==> config.mk <==
export PLATFORM = sky130hd
export DESIGN_NAME = shift_sequencer_flat
export DESIGN_NICKNAME = d
export VERILOG_FILES = /design/src/rtl/shift_sequencer_pkg.sv /design/src/rtl/shift_sequencer_if.sv /design/src/rtl/shift_sequencer.sv /design/src/flat_wrapper.sv
export SDC_FILE = /design/constraint.sdc
export NUM_CORES = 1
export LEC_CHECK = 0
export CAP_MARGIN = 5
export CORE_UTILIZATION = 51
export CTS_CLUSTER_SIZE = 10
export DETAILED_ROUTE_END_ITERATION = 8
export PLACE_DENSITY = 0.86
export SLEW_MARGIN = 15
export SYNTH_ARGS = -nofsm -noshare
export SYNTH_HDL_FRONTEND = slang
export SYNTH_SLANG_ARGS = --single-unit
==> constraint.sdc <==
create_clock -name CLK -period 5 [get_ports CLK]
set_input_delay 0.5 -clock CLK [delete_from_list [all_inputs] [get_ports CLK]]
set_output_delay 0.5 -clock CLK [all_outputs]
set_load 0.01 [all_outputs]
==> src/rtl/shift_sequencer_pkg.sv <==
// Shared constants for the iterative shift sequencer: FSM state encoding and
// the Shift_Unit function codes it drives on SU_ALU_FUN.
package shift_seq_pkg;

  localparam int STATE_W = 2;
  localparam int FUN_W   = 2;

  localparam logic [STATE_W-1:0] IDLE  = 2'd0;
  localparam logic [STATE_W-1:0] ISSUE = 2'd1;
  localparam logic [STATE_W-1:0] WAIT  = 2'd2;
  localparam logic [STATE_W-1:0] DONE  = 2'd3;

  localparam logic [FUN_W-1:0] SHR_A = 2'b00;
  localparam logic [FUN_W-1:0] SHL_A = 2'b01;
  localparam logic [FUN_W-1:0] SHR_B = 2'b10;
  localparam logic [FUN_W-1:0] SHL_B = 2'b11;

endpackage

==> src/rtl/shift_sequencer_if.sv <==
// Request/result handshake plus the Shift_Unit drive/return lines of the
// shift sequencer, bundled so the parent wires one port.
interface shift_sequencer_if #(
  parameter int Width     = 16,
  parameter int Amt_Width = 5
) ();
  import shift_seq_pkg::*;

  logic                 Req_Valid;
  logic                 Req_Ready;
  logic [Width-1:0]     Req_Data;
  logic                 Req_Dir;
  logic [Amt_Width-1:0] Req_Amount;
  logic                 Abort;
  logic                 Res_Valid;
  logic                 Res_Ready;
  logic [Width-1:0]     Res_Data;
  logic                 Busy;
  logic [Width-1:0]     SU_A;
  logic [Width-1:0]     SU_B;
  logic [FUN_W-1:0]     SU_ALU_FUN;
  logic                 SU_Enable;
  logic [Width-1:0]     SU_OUT;
  logic                 SU_Flag;

  // master: the surroundings (request source, result sink, Shift_Unit side)
  modport master (
    output Req_Valid, Req_Data, Req_Dir, Req_Amount, Abort, Res_Ready,
           SU_OUT, SU_Flag,
    input  Req_Ready, Res_Valid, Res_Data, Busy, SU_A, SU_B, SU_ALU_FUN,
           SU_Enable
  );

  // slave: the sequencer itself
  modport slave (
    input  Req_Valid, Req_Data, Req_Dir, Req_Amount, Abort, Res_Ready,
           SU_OUT, SU_Flag,
    output Req_Ready, Res_Valid, Res_Data, Busy, SU_A, SU_B, SU_ALU_FUN,
           SU_Enable
  );

endinterface

==> src/rtl/shift_sequencer.sv <==
// Multi-bit logical shifter that steps an external 1-bit registered Shift_Unit
// once per ISSUE/WAIT pair; operand always goes through the A path.
module shift_sequencer
  import shift_seq_pkg::*;
#(
  parameter int Width     = 16,
  parameter int Amt_Width = 5
) (
  input  logic              CLK,
  input  logic              RST,
  shift_sequencer_if.slave  bus
);

  localparam logic [Amt_Width-1:0] AMT_ZERO  = '0;
  localparam logic [Amt_Width-1:0] AMT_ONE   = Amt_Width'(1);
  localparam logic [Amt_Width-1:0] WIDTH_AMT = Amt_Width'(Width);

  logic [STATE_W-1:0]   state_reg,     state_next;
  logic [Width-1:0]     work_reg,      work_next;
  logic                 dir_reg,       dir_next;
  logic [Amt_Width-1:0] count_reg,     count_next;
  logic [Width-1:0]     res_data_reg,  res_data_next;
  logic                 res_valid_reg, res_valid_next;
  logic                 su_enable_reg, su_enable_next;
  logic [Width-1:0]     su_a_reg,      su_a_next;
  logic [FUN_W-1:0]     su_fun_reg,    su_fun_next;

  always_comb begin
    state_next     = state_reg;
    work_next      = work_reg;
    dir_next       = dir_reg;
    count_next     = count_reg;
    res_data_next  = res_data_reg;
    res_valid_next = res_valid_reg;
    su_enable_next = su_enable_reg;
    su_a_next      = su_a_reg;
    su_fun_next    = su_fun_reg;

    // Abort wins over every other transition, including an IDLE accept.
    if (bus.Abort) begin
      state_next     = IDLE;
      res_valid_next = 1'b0;
      su_enable_next = 1'b0;
      su_a_next      = '0;
    end else begin
      case (state_reg)
        IDLE: begin
          if (bus.Req_Valid) begin
            work_next  = bus.Req_Data;
            dir_next   = bus.Req_Dir;
            count_next = bus.Req_Amount;
            if (bus.Req_Amount == AMT_ZERO) begin
              state_next     = DONE;
              res_data_next  = bus.Req_Data;
              res_valid_next = 1'b1;
            end else if (bus.Req_Amount >= WIDTH_AMT) begin
              state_next     = DONE;
              res_data_next  = '0;
              res_valid_next = 1'b1;
            end else begin
              // Outputs are registered, so the first ISSUE drive is set up here.
              state_next     = ISSUE;
              su_enable_next = 1'b1;
              su_a_next      = bus.Req_Data;
              su_fun_next    = bus.Req_Dir ? SHL_A : SHR_A;
            end
          end
        end

        ISSUE: begin
          state_next     = WAIT;
          su_enable_next = 1'b1;
          su_a_next      = work_reg;
          su_fun_next    = dir_reg ? SHL_A : SHR_A;
        end

        WAIT: begin
          if (bus.SU_Flag) begin
            work_next  = bus.SU_OUT;
            count_next = count_reg - AMT_ONE;
            if (count_reg == AMT_ONE) begin
              state_next     = DONE;
              res_data_next  = bus.SU_OUT;
              res_valid_next = 1'b1;
              su_enable_next = 1'b0;
              su_a_next      = '0;
            end else begin
              state_next = ISSUE;
              su_a_next  = bus.SU_OUT;
            end
          end
        end

        DONE: begin
          if (bus.Res_Ready) begin
            state_next     = IDLE;
            res_valid_next = 1'b0;
          end
        end

        default: begin
          state_next     = IDLE;
          res_valid_next = 1'b0;
          su_enable_next = 1'b0;
          su_a_next      = '0;
        end
      endcase
    end
  end

  always_ff @(posedge CLK) begin
    if (RST) begin
      state_reg     <= IDLE;
      work_reg      <= '0;
      dir_reg       <= 1'b0;
      count_reg     <= '0;
      res_data_reg  <= '0;
      res_valid_reg <= 1'b0;
      su_enable_reg <= 1'b0;
      su_a_reg      <= '0;
      su_fun_reg    <= SHR_A;
    end else begin
      state_reg     <= state_next;
      work_reg      <= work_next;
      dir_reg       <= dir_next;
      count_reg     <= count_next;
      res_data_reg  <= res_data_next;
      res_valid_reg <= res_valid_next;
      su_enable_reg <= su_enable_next;
      su_a_reg      <= su_a_next;
      su_fun_reg    <= su_fun_next;
    end
  end

  assign bus.Req_Ready  = (state_reg == IDLE);
  assign bus.Busy       = (state_reg != IDLE);
  assign bus.Res_Valid  = res_valid_reg;
  assign bus.Res_Data   = res_data_reg;
  assign bus.SU_A       = su_a_reg;
  assign bus.SU_B       = '0;
  assign bus.SU_ALU_FUN = su_fun_reg;
  assign bus.SU_Enable  = su_enable_reg;

endmodule

==> src/flat_wrapper.sv <==
// flat-port wrapper written by rule: the top's interface ports become plain ports
module shift_sequencer_flat import shift_seq_pkg::*;
#(
  parameter int Width     = 16,
  parameter int Amt_Width = 5
)
  (CLK, RST, bus_Req_Valid, bus_Req_Data, bus_Req_Dir, bus_Req_Amount, bus_Abort, bus_Res_Ready, bus_SU_OUT, bus_SU_Flag, bus_Req_Ready, bus_Res_Valid, bus_Res_Data, bus_Busy, bus_SU_A, bus_SU_B, bus_SU_ALU_FUN, bus_SU_Enable);
  shift_sequencer_if #(.Width(Width), .Amt_Width(Amt_Width)) bus_i ();
  input  logic CLK;
  input  logic RST;
  input wire logic [$bits(bus_i.Req_Valid)-1:0] bus_Req_Valid;
  input wire logic [$bits(bus_i.Req_Data)-1:0] bus_Req_Data;
  input wire logic [$bits(bus_i.Req_Dir)-1:0] bus_Req_Dir;
  input wire logic [$bits(bus_i.Req_Amount)-1:0] bus_Req_Amount;
  input wire logic [$bits(bus_i.Abort)-1:0] bus_Abort;
  input wire logic [$bits(bus_i.Res_Ready)-1:0] bus_Res_Ready;
  input wire logic [$bits(bus_i.SU_OUT)-1:0] bus_SU_OUT;
  input wire logic [$bits(bus_i.SU_Flag)-1:0] bus_SU_Flag;
  output wire logic [$bits(bus_i.Req_Ready)-1:0] bus_Req_Ready;
  output wire logic [$bits(bus_i.Res_Valid)-1:0] bus_Res_Valid;
  output wire logic [$bits(bus_i.Res_Data)-1:0] bus_Res_Data;
  output wire logic [$bits(bus_i.Busy)-1:0] bus_Busy;
  output wire logic [$bits(bus_i.SU_A)-1:0] bus_SU_A;
  output wire logic [$bits(bus_i.SU_B)-1:0] bus_SU_B;
  output wire logic [$bits(bus_i.SU_ALU_FUN)-1:0] bus_SU_ALU_FUN;
  output wire logic [$bits(bus_i.SU_Enable)-1:0] bus_SU_Enable;
  assign bus_i.Req_Valid = bus_Req_Valid;
  assign bus_i.Req_Data = bus_Req_Data;
  assign bus_i.Req_Dir = bus_Req_Dir;
  assign bus_i.Req_Amount = bus_Req_Amount;
  assign bus_i.Abort = bus_Abort;
  assign bus_i.Res_Ready = bus_Res_Ready;
  assign bus_i.SU_OUT = bus_SU_OUT;
  assign bus_i.SU_Flag = bus_SU_Flag;
  assign bus_Req_Ready = bus_i.Req_Ready;
  assign bus_Res_Valid = bus_i.Res_Valid;
  assign bus_Res_Data = bus_i.Res_Data;
  assign bus_Busy = bus_i.Busy;
  assign bus_SU_A = bus_i.SU_A;
  assign bus_SU_B = bus_i.SU_B;
  assign bus_SU_ALU_FUN = bus_i.SU_ALU_FUN;
  assign bus_SU_Enable = bus_i.SU_Enable;
  shift_sequencer #(.Width(Width), .Amt_Width(Amt_Width)) u_core (.CLK(CLK), .RST(RST), .bus(bus_i));
endmodule
# Yosys cells after proc, flatten, opt, wreduce, memory -nomap -nowiden
# Index checks and enable logic that the tools add are counted.
# word_totals
output_inout_bits	54
elab_cells	83
in_bits	44
regBits	60
# classes
eq_ne	11
n_bitwise	1
n_reduce_logical	16
n_lt_le_gt_ge	1
n_addsub	1
n_mux	44
# op_table
operator	n
16-bit two-way mux	12
16-bit one-hot mux with 2 select lines	2
16-bit one-hot mux with 3 select lines	1
2-bit two-way mux	9
6-bit AND reduction	3
1-bit two-way mux	13
5-bit two-way mux	2
2-bit != test (second input constant)	5
5-bit one-hot mux with 2 select lines	1
5-bit AND reduction	2
2-bit one-hot mux with 4 select lines	1
1-bit one-hot mux with 3 select lines	2
3-bit AND reduction	2
2-bit nonzero test	3
3-bit nonzero test	2
5-bit by 1-bit equality test with 1-bit output (second input constant)	1
5-bit greater-or-equal comparator (second input constant)	1
5-bit zero test	1
5-bit by 1-bit subtractor with 5-bit output (second input constant)	1
2-bit equality test (second input constant)	2
2-bit one-hot mux with 2 select lines	1
4-bit AND reduction	1
3-bit by 1-bit != test with 1-bit output (second input constant)	1
2-bit by 1-bit equality test with 1-bit output (second input constant)	1
other kinds (4)	4

# Logic depth before layout (Yosys ltp)
# logic_depth
word_depth	5
ltp_mapped	10
depth_no_buf	6

# Least setup slack after synthesis
# Ideal clock, no wire load.
# synth_path
path_type	flip-flop to flip-flop
from	reg u_core.state_reg[0]
to	reg u_core.count_reg[1]
setup_slack_ns	2.922
setup_time_ns	0.137
arrival_time_ns	1.941
stages_incl_launch_ff	9
t_required_ns	4.863
synth_period_minus_slack_ns	2.078
path_buffers	2
cell_sequence	dfxtp_1 -> inv_1 -> ha_1 -> buf_2 -> nor2b_1 -> buf_2 -> or4_1 -> a211oi_1 -> a211oi_1
# synth_via
elab_chain_cells	3
elab_cells_between_ends	7
cone_classes	3 x eq/ne; 1 x mux; 3 x reduce/logical
# synth_lines
item	line	rtl
from (decl)	shift_sequencer.sv:18	logic [STATE_W-1:0] state_reg, state_next;
from (signal assigned)	shift_sequencer.sv:123	state_reg <= state_next;
2-bit equality test or 2-bit zero test (tied branches)	shift_sequencer.sv:46	case (state_reg)
2-bit != test (no source line) or 2-bit nonzero test (tied branches)	n/a	
4-bit AND reduction (no source line)	n/a	
to (signal assigned)	shift_sequencer.sv:126	count_reg <= count_next;
to (decl)	shift_sequencer.sv:21	logic [Amt_Width-1:0] count_reg, count_next;
# Several ways; a longest one is shown, not always the timed one.
# A chain may end at the register's enable or synchronous reset.

# Worst setup path after layout
# layout_path
from	reg u_core.state_reg[0]
to	reg u_core.res_data_reg[13], in the netlist u_core.bus.Res_Data[13]
# layout_via
elab_chain_cells	3
elab_cells_between_ends	9
cone_classes	5 x eq/ne; 1 x mux; 3 x reduce/logical
# layout_lines
item	line	rtl
2-bit equality test or 2-bit zero test (tied branches)	shift_sequencer.sv:46	
2-bit by 1-bit != test with 1-bit output (no source line) (tied with other cells)	n/a	
6-bit AND reduction (no source line)	n/a	
to (signal assigned)	shift_sequencer.sv:127	res_data_reg <= res_data_next;
to (decl)	shift_sequencer.sv:22	logic [Width-1:0] res_data_reg, res_data_next;
# Several ways; a longest one is shown, not always the timed one.

==> impl_metrics.env <==
export IMPL_outcome="finished clean"
export IMPL_seq_area_sq_um=1180
export IMPL_power_density_nw_per_um2=313
export IMPL_finalCritPeriodShare=0.727
export IMPL_multi_input_area_sq_um=1740
export IMPL_p_int_w=0.000882
export IMPL_place_hpwl_mm=6.05
export IMPL_tns_ns=0
export IMPL_cts_setup_buffers=0
export IMPL_avgSynthCellArea_sq_um=8.23
export IMPL_min_from="u_core.bus.SU_ALU_FUN[0]"
export IMPL_drive_gt1_frac=0.0735
export IMPL_num_nets_final=495
export IMPL_synth_top_family_by_area="compound AO/OA/AOI/OAI gates"
export IMPL_critPathLaunchType="flip-flop"
export IMPL_final_min_clock_period_ns=3.63
export IMPL_die_w_microns=81.0
export IMPL_via_per_inst=6.35
export IMPL_grt_pass1_wl_mm=14.3
export IMPL_yosys_warnings=0
export IMPL_wl_mm=9.29
export IMPL_clkLatencyLatePin_ns=0.34
export IMPL_synthCells=387
export IMPL_setup_violations=0
export IMPL_mappedNetlistArea_sq_um=3180
export IMPL_firstDrtPassIters=6
export IMPL_grt_antenna_before_repair=0
export IMPL_r2r_cells=6
export IMPL_cts_sinks=59
export IMPL_relSlewSlack=0.266
export IMPL_fmax_ghz=0.275
export IMPL_initial_core_util=0.535
export IMPL_grt_max_degree=56
export IMPL_synth_xor_area_frac=0
export IMPL_synthSimpleGateAreaFrac=0.171
export IMPL_critPathMaxFanout=28
export IMPL_switching_share=0.308
export IMPL_r2r_slack_ns=1.37
export IMPL_rsz0062_at_grt="no"
export IMPL_cts_buffer_depth=2
export IMPL_clockRootBuffer="clkbuf_8"
export IMPL_power_frac_clock=0.340
export IMPL_dp_cells=508
export IMPL_fin_hold_ws_ns=0.481
export IMPL_diodes=0
export IMPL_die_area_sq_um=6560
export IMPL_ys_seq_area_frac=0.371
export IMPL_drt_iter0_markers=464
export IMPL_grt_usage=0.290
export IMPL_cp_data_required_time_ns=5.19
export IMPL_ctsResizeCount=0
export IMPL_hold_path_class="flip-flop to flip-flop"
export IMPL_cts_made_buffers=9
export IMPL_critical_path_class="flip-flop to flip-flop"
export IMPL_placementRows=28
export IMPL_area_delta_synth_final_pct=28.0
export IMPL_synth_area_mux_share=0.00629
export IMPL_cp_end_kind="flip-flop"
export IMPL_leakagePower_nw=1.33
export IMPL_cts_clk_slew_worst_paths_ns=0.07
export IMPL_tightest_slew_ns=1.10
export IMPL_ctsHtreeMaxLevel=3
export IMPL_die_h_microns=81.0
export IMPL_combPwrFrac=0.244
export IMPL_synthAdderAreaFrac=0.0275
export IMPL_globalRouteOverflowTotal=0
export IMPL_cts_hold_buffers=0
export IMPL_ios=98
export IMPL_whs_endpoint="u_core.bus.SU_ALU_FUN[0]"
export IMPL_fill_cells=476
export IMPL_slew_viol_final=0
export IMPL_wl_per_cell_microns=17.7
export IMPL_core_area_sq_um=5960
export IMPL_ys_ff_latch=59
export IMPL_synth_cell_types=40
export IMPL_r2r_start="u_core.state_reg[0]"
export IMPL_hold_viol=0
export IMPL_p_switching_w=0.000393
export IMPL_skew_ns=0.00394
export IMPL_ant_nets=0
export IMPL_seqPwrFrac=0.416
export IMPL_arrival_ns=3.82
export IMPL_io_buffer_count=80
export IMPL_ir_worst_vdd_v=0.000185
export IMPL_grt_pass1_vias=2877
export IMPL_tritoncts="done"
export IMPL_synth_compound_area_frac=0.316
export IMPL_fin_cells=524
export IMPL_drc_errors=0
export IMPL_worstHoldPathCells=2
export IMPL_place_congestion=0.836
export IMPL_vias=3327
export IMPL_r2r_end="u_core.bus.Res_Data[13]"
export IMPL_max_cap_viol_count=0
## worst max-delay path: stages (launching register included)
cell	delay (ns)
dfxtp_1	0.43
inv_1	0.09
ha_1	0.55
inv_1	0.76
o32a_1	0.72
and2_1	0.70
a311oi_2	0.21
## placed cells by master (no fill, tap or decap), drive strengths merged, types with 5 or more instances in the layout
master         count
o211ai            16
a311oi            32
clkdlybuf4s50     80
o21ai             22
conb              17
a21oi             39
dfxtp             59
nand2             55
buf                5
o2111ai           16
ha                 7
inv                8
clkbuf            11
nor2              24
nand3             19
## kinds of logic (layout without fill, tap and decap cells)
family,Yosys count,after routing
AO/OA/AOI/OAI,138,138
AND/OR/NAND/NOR,117,117
buffers and inverters,63,109
flip-flops,59,59
adder cells (fa/ha/maj),7,7
multiplexers,2,2
other,1,17
## final cells by class
class	instances	share of cell area
Sequential cell	59	0.290
Timing Repair Buffer	85	0.206
Clock inverter	5	0.0129
Multi-Input combinational cell	281	0.427
Tap cell	75	0.0230
Clock buffer	11	0.0347
Inverter	8	0.00737
## synth_stat cells (all sizes together)
| master | count | area share |
|---|---|---|
| dfxtp | 59 | 0.37 |
| nand2 | 55 | 0.065 |
| a21oi | 39 | 0.061 |
| a311oi | 32 | 0.10 |
| buf | 32 | 0.071 |
| nor2 | 24 | 0.028 |
| clkbuf | 23 | 0.027 |
| o21ai | 22 | 0.035 |
| nand3 | 19 | 0.030 |
| o2111ai | 16 | 0.044 |
| o211ai | 16 | 0.038 |
| inv | 8 | 0.0094 |
| ha | 7 | 0.028 |
| a211oi | 4 | 0.0094 |
| nand2b | 4 | 0.0079 |
| nor2b | 4 | 0.0079 |
| nor4 | 3 | 0.011 |
| o32a | 3 | 0.0094 |
| mux2i | 2 | 0.0063 |
| nor3 | 2 | 0.0031 |
| o32ai | 2 | 0.0079 |
| a211o | 1 | 0.0028 |
| a22o | 1 | 0.0028 |
| a31oi | 1 | 0.0020 |
| and2 | 1 | 0.0020 |
| conb | 1 | 0.0012 |
| nor3b | 1 | 0.0024 |
| nor4b | 1 | 0.0075 |
| o311ai | 1 | 0.0028 |
| or2 | 1 | 0.0020 |
| or3 | 1 | 0.0020 |
| or4 | 1 | 0.0024 |
## worst max-delay path by stage
stage	endpoint	slack, ns	start
global placement	u_core.bus.Res_Data[11]	1.62	u_core.state_reg[0]
CTS	u_core.bus.Res_Data[13]	1.46	u_core.state_reg[0]
global route	u_core.bus.Res_Data[6]	1.16	u_core.state_reg[0]
finish	u_core.bus.Res_Data[13]	1.37	u_core.state_reg[0]
detailed placement	u_core.bus.Res_Data[13]	1.48	u_core.state_reg[0]
floorplan	u_core.count_reg[1]	2.92	u_core.state_reg[0]
## routing by layer
metal  GRT usage  part of all wire  wire (microns)  vias to the layer above
met5           0                 0               0                        -
met4       0.186             0.034             320                        0
met3      0.0629              0.11            1050                       42
met2       0.413              0.45            4150                      245
met1       0.393              0.41            3780                     1523
li1            -                 -               -                     1517
## power by group through the flow
stage                     clock, W  sequential [W]  combinational (W)
final                     0.000433        0.000531           0.000311
after global routing      0.000456        0.000535           0.000334
after CTS                 0.000435        0.000530           0.000304
after detailed placement         0        0.000540           0.000301
after global placement           0        0.000539           0.000292
after floorplan                  0        0.000544           0.000191
## stage by stage
stage	power (W)	util	worst slack (ns)	area, sq um
floorplan	0.000736	-	2.92	3240
global placement	0.000831	0.650	1.62	3870
detailed placement	0.000841	0.650	1.48	3870
CTS	0.00127	0.683	1.46	4070
global route	0.00132	0.684	1.16	4080
finish	0.00128	0.684	1.37	4080
No activity file was read; power rests on OpenSTA's default activity.
